### src/rtl/lcd_write_decoder.sv
// Receive-side decoder for the 8080-style LCD write bus: rebuilds commands, CASET/PASET windows
// and RGB565 pixel writes, tagging each pixel with its screen coordinates.
//
// state   | meaning
// --------+--------------------------------------------------------------
// S_IDLE  | no command context; data bytes are flagged as stray
// S_CASET | collecting 4 column-window bytes (sc hi/lo, ec hi/lo)
// S_PASET | collecting 4 row-window bytes (sp hi/lo, ep hi/lo)
// S_RAMWR | pairing data bytes into pixels and walking the window
// S_SKIP  | unknown command; parameter bytes ignored
module lcd_write_decoder #(
  parameter logic [15:0] COL_MAX = 16'd319,
  parameter logic [15:0] ROW_MAX = 16'd239
) (
  input  logic        clk,
  input  logic        nrst,
  input  logic        wr,
  input  logic        dcx,
  input  logic [7:0]  D,
  output logic        cmd_valid,
  output logic [7:0]  cmd,
  output logic        pix_valid,
  output logic [15:0] pix_x,
  output logic [15:0] pix_y,
  output logic [15:0] pix_color,
  output logic        frame_done,
  output logic        stray_data,
  output logic [15:0] win_sc,
  output logic [15:0] win_ec,
  output logic [15:0] win_sp,
  output logic [15:0] win_ep
);

  typedef enum logic [2:0] {S_IDLE, S_CASET, S_PASET, S_RAMWR, S_SKIP} state_t;

  state_t      state, state_nxt;
  logic        wr_q;
  logic [1:0]  byte_cnt;
  logic [7:0]  hi_byte;
  logic [15:0] tmp_start;
  logic [7:0]  tmp_end_hi;
  logic [15:0] cur_x, cur_y;

  logic byte_ev, cmd_ev, data_ev;
  logic x_wrap, y_wrap;

  assign byte_ev = wr & ~wr_q;
  assign cmd_ev  = byte_ev & ~dcx;
  assign data_ev = byte_ev & dcx;
  // >= rather than == so a degenerate window (start > end) wraps every step
  assign x_wrap  = (cur_x >= win_ec);
  assign y_wrap  = (cur_y >= win_ep);

  always_ff @(posedge clk or negedge nrst) begin
    if (!nrst) state <= S_IDLE;
    else       state <= state_nxt;
  end

  always_comb begin
    state_nxt = state;
    if (cmd_ev) begin
      case (D)
        8'h2A:   state_nxt = S_CASET;
        8'h2B:   state_nxt = S_PASET;
        8'h2C:   state_nxt = S_RAMWR;
        default: state_nxt = S_SKIP;
      endcase
    end else if (data_ev && (state == S_CASET || state == S_PASET) && byte_cnt == 2'd3) begin
      state_nxt = S_IDLE;
    end
  end

  always_ff @(posedge clk or negedge nrst) begin
    if (!nrst) begin
      wr_q       <= 1'b1;
      cmd_valid  <= 1'b0;
      cmd        <= 8'h00;
      pix_valid  <= 1'b0;
      pix_x      <= 16'd0;
      pix_y      <= 16'd0;
      pix_color  <= 16'd0;
      frame_done <= 1'b0;
      stray_data <= 1'b0;
      win_sc     <= 16'd0;
      win_ec     <= COL_MAX;
      win_sp     <= 16'd0;
      win_ep     <= ROW_MAX;
      byte_cnt   <= 2'd0;
      hi_byte    <= 8'h00;
      tmp_start  <= 16'd0;
      tmp_end_hi <= 8'h00;
      cur_x      <= 16'd0;
      cur_y      <= 16'd0;
    end else begin
      wr_q       <= wr;
      cmd_valid  <= 1'b0;
      pix_valid  <= 1'b0;
      frame_done <= 1'b0;
      stray_data <= 1'b0;
      if (cmd_ev) begin
        cmd_valid <= 1'b1;
        cmd       <= D;
        byte_cnt  <= 2'd0;
        hi_byte   <= 8'h00;
        if (D == 8'h2C) begin
          cur_x <= win_sc;
          cur_y <= win_sp;
        end
      end else if (data_ev) begin
        case (state)
          S_IDLE: stray_data <= 1'b1;
          S_CASET, S_PASET: begin
            byte_cnt <= byte_cnt + 2'd1;
            case (byte_cnt)
              2'd0: tmp_start[15:8] <= D;
              2'd1: tmp_start[7:0]  <= D;
              2'd2: tmp_end_hi      <= D;
              default: begin
                // both window ends commit together on the final byte
                if (state == S_CASET) begin
                  win_sc <= tmp_start;
                  win_ec <= {tmp_end_hi, D};
                end else begin
                  win_sp <= tmp_start;
                  win_ep <= {tmp_end_hi, D};
                end
              end
            endcase
          end
          S_RAMWR: begin
            if (!byte_cnt[0]) begin
              hi_byte  <= D;
              byte_cnt <= 2'd1;
            end else begin
              byte_cnt  <= 2'd0;
              pix_valid <= 1'b1;
              pix_x     <= cur_x;
              pix_y     <= cur_y;
              pix_color <= {hi_byte, D};
              if (x_wrap) begin
                cur_x <= win_sc;
                if (y_wrap) begin
                  cur_y      <= win_sp;
                  frame_done <= 1'b1;
                end else begin
                  cur_y <= cur_y + 16'd1;
                end
              end else begin
                cur_x <= cur_x + 16'd1;
              end
            end
          end
          default: ;
        endcase
      end
    end
  end

endmodule

### config.mk
export PLATFORM = sky130hd
export DESIGN_NAME = lcd_write_decoder
export DESIGN_NICKNAME = d
export VERILOG_FILES = /design/src/rtl/lcd_write_decoder.sv
export SDC_FILE = /design/constraint.sdc
export NUM_CORES = 1
export LEC_CHECK = 0
export ABC_AREA = 1
export BUFFER_PORTS_ARGS = -buffer_cell sky130_fd_sc_hd__buf_2
export CORE_AREA = 2 2 131 133
export CTS_CLUSTER_DIAMETER = 50
export DETAILED_ROUTE_END_ITERATION = 6
export DIE_AREA = 0 0 133 135
export GPL_TIMING_DRIVEN = 1
export PLACE_DENSITY = 0.79
export SLEW_MARGIN = 20
export SYNTH_ARGS = -nofsm -noshare
export SYNTH_HDL_FRONTEND = slang
export SYNTH_SLANG_ARGS = --single-unit
export TNS_END_PERCENT = 50
### constraint.sdc
create_clock -name clk -period 2.4 [get_ports clk]
set_input_delay 0.48 -clock clk [delete_from_list [all_inputs] [get_ports clk]]
set_output_delay 0.48 -clock clk [all_outputs]
set_load 0.02 [all_outputs]
Word-level counts from Yosys, hierarchy flattened. Cells that the tools add are included.

Input bits: 12. Register bits after elaboration: 194. Output and inout bits: 124.

$lt $le $gt $ge: 2. Add/sub/neg operators: 3. Bitwise operators: 8. Reductions and logical operators: 23. Equal/unequal tests: 11. Mux-type cells: 38.

Operators by type and width (number): $mux 16 (13); $add 16x1->16 const B (2); $ge 16x16->1 (2); $mux 8 (4); $eq 8x6->1 const B (3); $reduce_and 4->1 (5); $mux 1 (15); $reduce_and 5->1 (3); $reduce_bool 2->1 (5); $pmux 3 s3 (1); $eq 3x2->1 const B (2); $mux 3 (2); $not 1->1 (5); $eq 2x2->1 const B (2); $mux 2 (2); $ne 2x1->1 const B (2); $pmux 2 s2 (1); $and 1x1->1 (3); $eq 3x1->1 const B (1); $logic_not 3->1 (1); $reduce_and 3->1 (1); $reduce_bool 3->1 (1); $reduce_or 3->1 (1); $add 2x1->2 const B (1); other kinds (6) (7).

Longest topological paths before layout. Gate-level depths: netlist of the first run.

Depth after elaboration: 7. Gate-level depth with buffers: 16.

Least setup slack after synthesis of the first run. Ideal clock, no wire load.

Kind: register to register. Start point: register win_ep[7]. End point: register cur_y[10]. Data required time: 2.283 ns. Cell stages (with the launch flop): 11. Setup slack: 0.163 ns. Arrival: 2.119 ns. Path through: dfstp_2 -> inv_1 -> ha_1 -> a21o_1 -> nor2_1 -> nand2_1 -> a21oi_1 -> clkbuf_1 -> nand4_1 -> nand3_1 -> nand2_1.

Longest elaborated chain between the ends: 7.

RTL lines: start, declared (line 31) `output logic [15:0] win_ep`; start signal, assigned (line 125) `win_ep <= {tmp_end_hi, D};`; $ge 16x16->1 (line 52) `assign y_wrap = (cur_y >= win_ep);`; $mux 16 (line 142) `if (y_wrap) begin`; $mux 16 (line 140) `if (x_wrap) begin`; $mux 16 (line 131) `if (!byte_cnt[0]) begin`; $mux 16 (line 110) `case (state)`; $mux 16 (line 109) `end else if (data_ev) begin`; $mux 16 (line 100) `if (cmd_ev) begin`; end signal, assigned (line 107) `cur_y <= win_sp;`; end signal, assigned (line 143) `cur_y <= win_sp;`; end signal, assigned (line 146) `cur_y <= cur_y + 16'd1;`; end, declared (line 42) `logic [15:0] cur_x, cur_y;`.

Every way passes these cells. The select of a mux whose other input is x is not followed. A chain may end at the register's enable or synchronous reset.

Final worst setup path of the first run.
Start point: register win_ec[3]. End point: register cur_x[7].

Longest elaborated chain between the ends: 6.

RTL lines: start, declared (line 29) `output logic [15:0] win_ec,`; start signal, assigned (line 122) `win_ec <= {tmp_end_hi, D};`; $ge 16x16->1 (line 51) `assign x_wrap = (cur_x >= win_ec);`; $mux 16 (line 140); $mux 16 (line 131); $mux 16 (line 110); $mux 16 (line 109); $mux 16 (line 100); end signal, assigned (line 106) `cur_x <= win_sc;`; end signal, assigned (line 141) `cur_x <= win_sc;`; end signal, assigned (line 149) `cur_x <= cur_x + 16'd1;`; end, declared (line 42).

Every way passes these cells. The select of a mux whose other input is x is not followed.

==> summary.md, run 1 <==
| Metric | Value |
|---|---|
| Status | finished, final reports clean |
| ANT nets after route | 0 |
| RSZ-0062 raised after global routing | yes |
| Final estimated routing congestion in global placement | 0.932 |
| Proportion of power drawn by combinational gates | 30.3% |
| Count of endpoints failing setup in the final report | 0 |
| Routed WL | 24400 µm |
| Layout cells sized above 1 | 17.4% |
| R2r startpoint | win_ec[3] |
| Post-CTS Setup Inserts | 0 |
| Clk sinks | 194 |
| Yosys Warn Count | 0 |
| Post-Syn Area per Cell | 8.28 µm² |
| Switch share | 37.0% |
| Global-route wire length before repair | 38400 µm |
| Worst-path clk slew | 70 ps |
| Req. time, crit path | 2750 ps |
| Dominant cells by area after synthesis | dfrtp_1 48%, nand2_1 14%, o21ai_0 7.3% |
| Min-Delay Path Class | primary input to asynchronous set/reset pin |
| Reg-to-reg critical path endpoint | cur_x[7] |
| Reg2Reg Setup Slack | 200 ps |
| Top-count cell post-synth | nand2_1 |
| Setup Skew | 9.01 ps |
| Vias post-DR | 7889 |
| Register area share after synthesis | 52.8% |
| CTS Buf Count | 17 |
| VDD IR-drop max | 0.599 mV |
| Vias per cell | 5.30 |
| WL/cell | 16.4 µm |
| Number of hold violations in the final report | 0 |
| FF+latch count, synth | 194 |
| Total GRT Usage | 27.8% |
| Largest area contributor in the netlist | dfrtp_1 |
| CP Data Arrival Time | 2550 ps |
| Initial Utilization | 56.3% |
| Worst Tran Pin Value | 534 ps |
| Largest net degree at the start of global routing | 65 |
| Prevailing post-synth register cell | dfrtp_1 |
| Grt ovf | 0 |
| Die Width | 133 µm |
| Pint | 0.00667 W |
| NetSw | 0.00392 W |
| Worst skew pair latency | 440 ps |
| Syn-to-layout area delta | 18.0% |
| Setup CP Type | flop to flop |
| First-pass detailed-route iteration total | 7 |
| Antenna diodes | 0 |
| Max-slew headroom | 64.4% |
| R2R depth | 13 |
| Row cnt | 47 |
| Hold_buf cts | 0 |
| Max FO, Critical Path | 17 |
| Max-slew violation count | 0 |
| Detailed Place HPWL | 17400 µm |
| Cell Area, Synth | 0.00924 mm² |
| Maxcap violations | 0 |
| I/O Buffers | 135 |
| Seq pwr share | 40.7% |
| Synth Net Count | 1166 |
| LEAKAGE | 5.60 nW |
| Core Area | 0.0164 mm² |
| Tmin final | 2200 ps |
| Setup ws final | 205 ps |
| Layout Nets | 1305 |
| Fmax | 0.456 GHz |
| Dpl ws | 230 ps |
| Startpoint types | flop |
| Pwr per Cell Area | 972 mW/mm² |
| Synth cell count leaders | 353 x nand2_1, 179 x dfrtp_1, 153 x inv_1 |
| DR DRC count | 0 |
| Initial antenna violation count | 0 |
| DRT iter0 DRCs | 736 |
| Cells after Synth | 1116 |
| Netlist cell types | 32 |
| H-tree depth | 4 |
| Number of global-route vias before repair | 7332 |
| Asr flop ratio synth | 100% |
| Post-CTS sizing | 0 |
| Tcrit/Tclk final | 91.5% |
| Chip Height | 135 µm |
| Critical path endpoint category | flop |
| Crit path capture | cur_x[7] |
| CTS tree | yes |
| Critical Path Start | win_ec[3] |
| Root Buffer | clkbuf_16 |
| I/O pin cnt | 136 |
| Clock buffer depth | 2 |
| Final total power | 0.0106 W |
| Clk network pwr share | 28.9% |
| Top cell type's share of synthesized area | 48.5% |
| Number of synthesized flops with an enable pin | 0 |
| Die area | 0.0180 mm² |
registers in the layout, summed over array words and instances, names as in the netlist, 3 cells and up:
| register | count |
|---|---|
| win_sc | 16 |
| cur_x | 16 |
| win_ec | 16 |
| state | 3 |
| hi_byte | 8 |
| pix_color | 16 |
| tmp_end_hi | 8 |
| cmd | 8 |
| win_ep | 16 |
| pix_x | 16 |
| tmp_start | 16 |
| win_sp | 16 |
| cur_y | 16 |
| pix_y | 16 |
final cells by class:
class,instances,area [µm²]
fillers,1372,5510
flip-flops and latches,194,4870
multi-input cells,724,3600
repair buffers,159,915
inverters,159,602
clock buffers,20,457
well taps,220,275
clock inverters,12,178
worst max-delay path, stage by stage, from the launching register on:
cell and delay, ps:
dfstp_2 540, inv_1 50, ha_1 300, nand2_1 80, nor2_1 40, and2_1 140, nor2_1 80, nand2_1 60
nand2_1 70, nand3_1 190, buf_4 270, nand2_1 70, nand2_1 40, o21ai_0 160
routing by layer:
metal | GRT usage [%] | up-vias | part of all wire, %
li1 | - | 3818 | -
met3 | 4.73 | 49 | 6.5
met4 | 9.32 | 0 | 2.6
met1 | 38.1 | 3725 | 43
met2 | 45.5 | 297 | 48
met5 | 0 | - | 0
kinds of logic after synthesis:
family	share of synthesized area (%)
AO/OA/AOI/OAI	9.58
XOR/XNOR	2.28
adder cells (fa/ha/maj)	5.15
buffers and inverters	8.26
flip-flops	52.8
AND/OR/NAND/NOR	22.0
layout by cell type (no fill, tap or decap):
master	Yosys	layout
inv_1	153	152
o21ai_1	10	10
dfrtp_1	179	179
nor3_2	1	1
inv_6	0	2
nor2_1	42	42
nor2_4	1	1
nor3_1	11	11
nand2_2	3	3
o22ai_1	10	10
bufinv_16	0	4
buf_12	0	4
dfstp_2	15	15
nand4_1	22	22
nand3_2	2	2
nor2_2	1	1
nor4_1	3	3
buf_4	0	20
clkbuf_16	0	17
o32ai_1	1	1
nand2_4	1	1
clkbuf_1	32	1
nor3_4	1	1
nand3_1	47	47
xnor2_1	2	2
xor2_1	22	22
buf_2	6	134
nand2_1	353	353
clkinv_1	1	1
a21o_1	1	1
inv_2	4	5
clkinvlp_4	0	1
clkbuf_8	0	3
clkinv_2	0	3
and2_1	1	1
a21oi_1	16	16
ha_1	38	38
o21ai_0	135	135
clkinv_4	1	3
power groups by stage:
stage                     Clock (W)  Sequential (W)  Combinational [W]
after floorplan                   0         0.00419            0.00222
after global placement            0         0.00432            0.00303
after detailed placement          0         0.00434            0.00314
after CTS                   0.00308         0.00428            0.00318
after global routing        0.00322         0.00436            0.00366
final                       0.00307         0.00432            0.00321
through the flow:
| stage | instance area [µm²] | setup TNS [ps] | std cells | utilization, % | hold WS [ps] |
|---|---|---|---|---|---|
| 2_1_floorplan | 9240 | 0 | 1116 | - | 184 |
| 3_3_place_gp | 10300 | 0 | 1456 | 62.6 | 449 |
| 3_5_place_dp | 10300 | 0 | 1456 | 62.6 | 454 |
| 4_1_cts | 10900 | 0 | 1488 | 66.4 | 32.6 |
| 5_1_grt | 10900 | -19.6 | 1488 | 66.4 | 46.4 |
| 6_report | 10900 | 0 | 1488 | 66.4 | 11.1 |
worst min-delay path by stage:
stage | startpoint | end | slack, ps | cells after the start
floorplan | nrst | byte_cnt[0] | 180 | 0
global placement | pix_y[7] | pix_y[7] | 450 | 2
detailed placement | pix_x[8] | pix_x[8] | 450 | 2
CTS | nrst | pix_y[12] | 30 | 1
global route | nrst | pix_y[12] | 50 | 1
finish | nrst | pix_y[5] | 10 | 1
(Power assumes the default switching activity.)
==> run 2, diff against run 1 <==
--- a/config.mk
+++ b/config.mk
@@ -7,12 +7,12 @@
 export LEC_CHECK = 0
 export ABC_AREA = 1
 export BUFFER_PORTS_ARGS = -buffer_cell sky130_fd_sc_hd__buf_2
-export CORE_AREA = 2 2 131 133
+export CORE_AREA = 2 2 126 128
 export CTS_CLUSTER_DIAMETER = 50
 export DETAILED_ROUTE_END_ITERATION = 6
-export DIE_AREA = 0 0 133 135
+export DIE_AREA = 0 0 128 130
 export GPL_TIMING_DRIVEN = 1
-export PLACE_DENSITY = 0.79
+export PLACE_DENSITY = 0.85
 export SLEW_MARGIN = 20
 export SYNTH_ARGS = -nofsm -noshare
 export SYNTH_HDL_FRONTEND = slang
==> constraint.sdc (replaced) <==
create_clock -name clk -period 2.7 [get_ports clk]
set_input_delay 0.54 -clock clk [delete_from_list [all_inputs] [get_ports clk]]
set_output_delay 0.54 -clock clk [all_outputs]
set_load 0.02 [all_outputs]
==> summary.md, run 2 (synthesized netlist as in run 1, its figures left out) <==
| Metric | Value |
|---|---|
| Final core utilization | 70.4% (was 66.4%) |
| Req. time, crit path | 3070 ps (was 2750 ps) |
| DRT iter0 DRCs | 857 (was 736) |
| Maxcap violations | 0 (unchanged) |
| Worst Tran Pin Value | 656 ps (was 534 ps) |
| Root Buffer | clkbuf_16 (unchanged) |
| Post-CTS sizing | 0 (unchanged) |
| CTS Buf Count | 17 (unchanged) |
| Most frequent cells in the layout | 353 x nand2_1, 179 x dfrtp_1, 152 x inv_1 (unchanged) |
| Initial antenna violation count | 0 (unchanged) |
| R2r startpoint | win_ec[5] (was win_ec[3]) |
| Number of hold violations in the final report | 0 (unchanged) |
| Syn-to-layout area delta | 17.5% (was 18.0%) |
| Critical path endpoint category | flop (unchanged) |
| Tmin final | 2440 ps (was 2200 ps) |
| Worst-path clk slew | 70 ps (about the same) |
| Vias per cell | 5.44 (was 5.30) |
| Filler cells | 1244 (was 1372) |
| Die Width | 128 µm (was 133 µm) |
| I/O Buffers | 135 (unchanged) |
| Count of endpoints failing setup in the final report | 0 (unchanged) |
| Row cnt | 46 (was 47) |
| Status | finished, final reports clean (unchanged) |
| R2R depth | 13 (unchanged) |
| Setup TNS | 0 ps (unchanged) |
| Tcrit/Tclk final | 90.5% (was 91.5%) |
| Vias post-DR | 7938 (was 7889) |
| VDD IR-drop max | 0.465 mV (was 0.599 mV) |
| Min-Delay Path Class | primary input to asynchronous set/reset pin (unchanged) |
| First-pass detailed-route iteration total | 5 (was 7) |
| Startpoint types | flop (unchanged) |
| Total GRT Usage | 30.3% (was 27.8%) |
| H-tree depth | 4 (unchanged) |
| DR DRC count | 0 (unchanged) |
| Max-slew headroom | 56.3% (was 64.4%) |
| Die area | 0.0166 mm² (was 0.0180 mm²) |
| Clock buffer depth | 2 (unchanged) |
| Initial Utilization | 59.9% (was 56.3%) |
| Global-route wire length before repair | 38500 µm (was 38400 µm) |
| Antenna diodes | 0 (unchanged) |
| Critical Path Start | win_ec[5] (was win_ec[3]) |
| Grt ovf | 0 (unchanged) |
| Layout Nets | 1303 (was 1305) |
| Layout cells sized above 1 | 17.1% (was 17.4%) |
| Max-slew violation count | 0 (unchanged) |
| Setup Skew | 8.36 ps (was 9.01 ps) |
| Pwr per Cell Area | 873 mW/mm² (was 972 mW/mm²) |
| Largest net degree at the start of global routing | 73 (was 65) |
| Setup CP Type | flop to flop (unchanged) |
| WL/cell | 16.5 µm (was 16.4 µm) |
| Crit path capture | cur_x[15] (was cur_x[7]) |
| Chip Height | 130 µm (was 135 µm) |
| RSZ-0062 raised after global routing | no (was yes) |
| Setup ws final | 258 ps (was 205 ps) |
| ANT nets after route | 0 (unchanged) |
| Commonest non-fill, non-tap cell in the layout | nand2_1 (unchanged) |
| Dpl ws | 184 ps (was 230 ps) |
| Reg2Reg Setup Slack | 260 ps (was 200 ps) |
| Post-CTS Setup Inserts | 0 (unchanged) |
| CTS tree | yes (unchanged) |
| Detailed Place HPWL | 17500 µm (was 17400 µm) |
| LEAKAGE | 5.60 nW (about the same) |
| Clk sinks | 194 (unchanged) |
| Max FO, Critical Path | 12 (was 17) |
| Routed WL | 24000 µm (was 24400 µm) |
| Fmax | 0.409 GHz (was 0.456 GHz) |
| Final estimated routing congestion in global placement | 0.935 (was 0.932) |
| I/O pin cnt | 136 (unchanged) |
| CP Data Arrival Time | 2820 ps (was 2550 ps) |
| Reg-to-reg critical path endpoint | cur_x[15] (was cur_x[7]) |
| Hold_buf cts | 0 (unchanged) |
| Core Area | 0.0154 mm² (was 0.0164 mm²) |
| Number of global-route vias before repair | 7543 (was 7332) |
| Worst skew pair latency | 430 ps (was 440 ps) |
==> run 2: per-stage QoR <==
step	area [µm²]	cells	hold slack [ps]	total power, W
after floorplan	9240	1116	244	0.00569
after global placement	10200	1424	449	0.00652
after detailed placement	10200	1424	458	0.00664
after CTS	10800	1456	126	0.00945
after global routing	10900	1458	154	0.0101
final	10900	1458	116	0.00948
==> run 2: critical path: stages, from the launching register on <==
cell and delay (ps):
dfstp_2 540, inv_1 50, ha_1 290, nand2_1 60, nor2_1 110, and2_1 130
nor2_1 40, nand2_1 50, nand2_1 60, nand3_1 360, clkinv_1 390, nand2_1 170
nand3_1 80, nand2_1 60
==> run 2: worst min path at each step <==
stage | slack (ps) | from | depth (start not counted) | end
3_5_place_dp | 460 | pix_x[6] | 2 | pix_x[6]
2_1_floorplan | 240 | nrst | 0 | byte_cnt[0]
3_3_place_gp | 450 | pix_y[9] | 2 | pix_y[9]
6_report | 120 | nrst | 1 | pix_y[13]
5_1_grt | 150 | nrst | 1 | pix_y[14]
4_1_cts | 130 | nrst | 1 | pix_y[8]
==> run 2: where the power goes <==
part / switching (W) / leakage, nW / internal, W
Sequential: 0.000554 / 2.55 / 0.00329
Clock: 0.00108 / 0.325 / 0.00175
Combinational: 0.00179 / 2.73 / 0.00101
Total: 0.00343 / 5.60 / 0.00605
==> run 2: layout make-up <==
type                    instances  area (µm²)  share of cell area [%]
clock inverters                 8         173                    1.59
repair buffers                157         875                    8.06
multi-input cells             724        3600                    33.2
inverters                     159         602                    5.54
clock buffers                  24         492                    4.53
well taps                     192         240                    2.21
flip-flops and latches        194        4870                    44.9
==> run 2: per-layer routing <==
layer,part of all wire (%),vias to the layer above,global-route usage [%]
li1,-,3811,-
met5,0,-,0
met3,6.8,74,5.41
met4,4.2,0,14.9
met1,43,3704,41.2
met2,46,349,47.7
==> run 3, diff against run 2 <==
--- a/config.mk
+++ b/config.mk
@@ -7,12 +7,12 @@
 export LEC_CHECK = 0
 export ABC_AREA = 1
 export BUFFER_PORTS_ARGS = -buffer_cell sky130_fd_sc_hd__buf_2
-export CORE_AREA = 2 2 126 128
+export CORE_AREA = 2 2 131 133
 export CTS_CLUSTER_DIAMETER = 50
 export DETAILED_ROUTE_END_ITERATION = 6
-export DIE_AREA = 0 0 128 130
-export GPL_TIMING_DRIVEN = 1
-export PLACE_DENSITY = 0.85
+export DIE_AREA = 0 0 133 135
+export GPL_TIMING_DRIVEN = 0
+export PLACE_DENSITY = 0.79
 export SLEW_MARGIN = 20
 export SYNTH_ARGS = -nofsm -noshare
 export SYNTH_HDL_FRONTEND = slang
==> constraint.sdc (replaced) <==
create_clock -name clk -period 2.4 [get_ports clk]
set_input_delay 0.48 -clock clk [delete_from_list [all_inputs] [get_ports clk]]
set_output_delay 0.48 -clock clk [all_outputs]
set_load 0.02 [all_outputs]
==> summary.md, run 3 (synthesized netlist as in run 1, its figures left out) <==
| Metric | Value |
|---|---|
| Reg-to-reg critical path endpoint | cur_y[6] (was cur_x[15]) |
| Dpl ws | -184 ps (was 184 ps) |
| CTS Buf Count | 17 (unchanged) |
| Root Buffer | clkbuf_16 (unchanged) |
| Initial Utilization | 56.3% (was 59.9%) |
| Most crowded layer after global routing | met2 (unchanged) |
| Count of endpoints failing setup in the final report | 0 (unchanged) |
| Final estimated routing congestion in global placement | 0.969 (was 0.935) |
| Req. time, crit path | 2730 ps (was 3070 ps) |
| Global-route wire length before repair | 40400 µm (was 38500 µm) |
| Flip-flop and latch area | 0.00487 mm² (unchanged) |
| RSZ-0062 raised after global routing | yes (was no) |
| DR DRC count | 0 (unchanged) |
| Fmax | 0.442 GHz (was 0.409 GHz) |
| Proportion of power drawn by combinational gates | 30.0% (was 29.6%) |
| Vias post-DR | 8139 (was 7938) |
| LEAKAGE | 5.60 nW (about the same) |
| Critical path endpoint category | flop (unchanged) |
| I/O pin cnt | 136 (unchanged) |
| Die Width | 133 µm (was 128 µm) |
| Met2 GRT Util | 45.6% (was 47.7%) |
| Vias per cell | 5.40 (was 5.44) |
| Grt ovf | 0 (unchanged) |
| Setup CP Type | flop to flop (unchanged) |
| ANT nets after route | 0 (unchanged) |
| Clock buffer depth | 2 (unchanged) |
| H-tree depth | 4 (unchanged) |
| Worst Tran Pin Value | 629 ps (was 656 ps) |
| Row cnt | 47 (was 46) |
| Seq pwr share | 40.4% (was 40.5%) |
| Worst skew pair latency | 440 ps (was 430 ps) |
| Clk sinks | 194 (unchanged) |
| Filler cells | 1357 (was 1244) |
| Max FO, Critical Path | 10 (was 12) |
| Layout Nets | 1325 (was 1303) |
| CP Data Arrival Time | 2590 ps (was 2820 ps) |
| NetSw | 0.00398 W (was 0.00343 W) |
| Number of global-route vias before repair | 7527 (was 7543) |
| Switch share | 37.1% (was 36.2%) |
| Number of hold violations in the final report | 0 (unchanged) |
| First-pass detailed-route iteration total | 5 (unchanged) |
| R2R depth | 7 (was 13) |
| Max-slew headroom | 58.1% (was 56.3%) |
| Startpoint types | flop (unchanged) |
| Worst-path clk slew | 70 ps (about the same) |
| Routed WL | 25500 µm (was 24000 µm) |
| Maxcap violations | 0 (unchanged) |
| WL/cell | 16.9 µm (was 16.5 µm) |
| Tcrit/Tclk final | 94.2% (was 90.5%) |
| Most frequent cells in the layout | 353 x nand2_1, 179 x dfrtp_1, 153 x inv_1 (was 353 x nand2_1, 179 x dfrtp_1, 152 x inv_1) |
| Pint | 0.00676 W (was 0.00605 W) |
| Critical Path Start | wr_q (was win_ec[5]) |
| Syn-to-layout area delta | 18.8% (was 17.5%) |
| Setup Skew | 9.56 ps (was 8.36 ps) |
| Met3 usage | 5.33% (was 5.41%) |
| VDD IR-drop max | 0.602 mV (was 0.465 mV) |
| Area occupied by multi-input gates | 0.00363 mm² (was 0.00360 mm²) |
| Core Area | 0.0164 mm² (was 0.0154 mm²) |
| Tmin final | 2260 ps (was 2440 ps) |
| Clk network pwr share | 29.6% (was 29.9%) |
| Commonest non-fill, non-tap cell in the layout | nand2_1 (unchanged) |
| Die area | 0.0180 mm² (was 0.0166 mm²) |
| Largest net degree at the start of global routing | 99 (was 73) |
| Met1 Usage GRT | 40.9% (was 41.2%) |
| Status | finished, final reports clean (unchanged) |
| Pwr per Cell Area | 979 mW/mm² (was 873 mW/mm²) |
| Reg2Reg Setup Slack | 140 ps (was 260 ps) |
| DRT iter0 DRCs | 857 (unchanged) |
| Setup ws final | 140 ps (was 258 ps) |
| Layout cells sized above 1 | 16.5% (was 17.1%) |
| Min-Delay Path Class | primary input to flop (was primary input to asynchronous set/reset pin) |
| Crit path capture | cur_y[6] (was cur_x[15]) |
| Detailed Place HPWL | 18500 µm (was 17500 µm) |
| Antenna diodes | 0 (unchanged) |
| Total GRT Usage | 29.2% (was 30.3%) |
| CTS tree | yes (unchanged) |
| I/O Buffers | 135 (unchanged) |
| Initial antenna violation count | 0 (unchanged) |
| R2r startpoint | wr_q (was win_ec[5]) |
| Final core utilization | 66.9% (was 70.4%) |
| Chip Height | 135 µm (was 130 µm) |
| Max-slew violation count | 0 (unchanged) |
## run 3: cell count changes in the layout (fill, tap and decap cells not counted), sizes merged
cell,change
inv,+1
buf,-9
dlygate4sd3,+1
clkbuf,+27
clkinvlp,+2
## run 3: how the worst min path moves through the flow
stage / start / endpoint / cells after the start
floorplan: nrst / byte_cnt[0] / 0
finish: wr / wr_q / 1
CTS: wr / wr_q / 1
global placement: pix_y[7] / pix_y[7] / 2
detailed placement: nrst / pix_y[12] / 1
global route: wr / wr_q / 1
## run 3: timing repair
item / in CTS / in global routing
endpoints found under the setup margin: 10 / 49
hold endpoints to repair: 22 / 0
setup buffers: 1 / 2
hold buffers: 1 / 0
gates resized for setup: 3 / 6
pin swaps: 1 / 1
## run 3: critical path, cell delays in order, from the launching register on
cell and delay [ps]:
dfstp_2 540, nor2_4 50, nand2_2 200, clkbuf_1 530, clkbuf_1 470, nand4_1 170
nand3_1 130, nand2_1 60
## run 3: stage by stage
stage	area (µm²)	hold WS, ps	std cells	total power [W]	setup TNS, ps
floorplan	9240	184	1116	0.00641	0
global placement	10200	449	1471	0.00725	-422480
detailed placement	10300	336	1473	0.00740	-4990
CTS	10900	151	1507	0.0106	0
global route	11000	151	1508	0.0114	-23.3
finish	11000	159	1508	0.0107	0
## run 3: layout make-up
| type | count | area share (%) |
|---|---|---|
| flip-flops and latches | 194 | 44.4 |
| multi-input cells | 724 | 33.1 |
| repair buffers | 141 | 7.05 |
| inverters | 159 | 5.48 |
| clock buffers | 21 | 4.20 |
| well taps | 220 | 2.51 |
| clock inverters | 11 | 1.82 |
| plain buffers | 38 | 1.47 |
## run 3: layer usage
metal  wire [µm]  part of all wire (%)  vias to the layer above
li1            -                     -                     3856
met1       10900                    43                     3882
met2       12100                    47                      357
met3        1830                   7.2                       44
met4         631                   2.5                        0
met5           0                     0                        -
## run 3: power groups by stage
stage	Sequential, W	Clock [W]	Combinational (W)
6_report	0.00434	0.00318	0.00322
5_1_grt	0.00438	0.00333	0.00367
4_1_cts	0.00430	0.00320	0.00313
3_5_place_dp	0.00436	0	0.00304
3_3_place_gp	0.00433	0	0.00292
2_1_floorplan	0.00419	0	0.00222
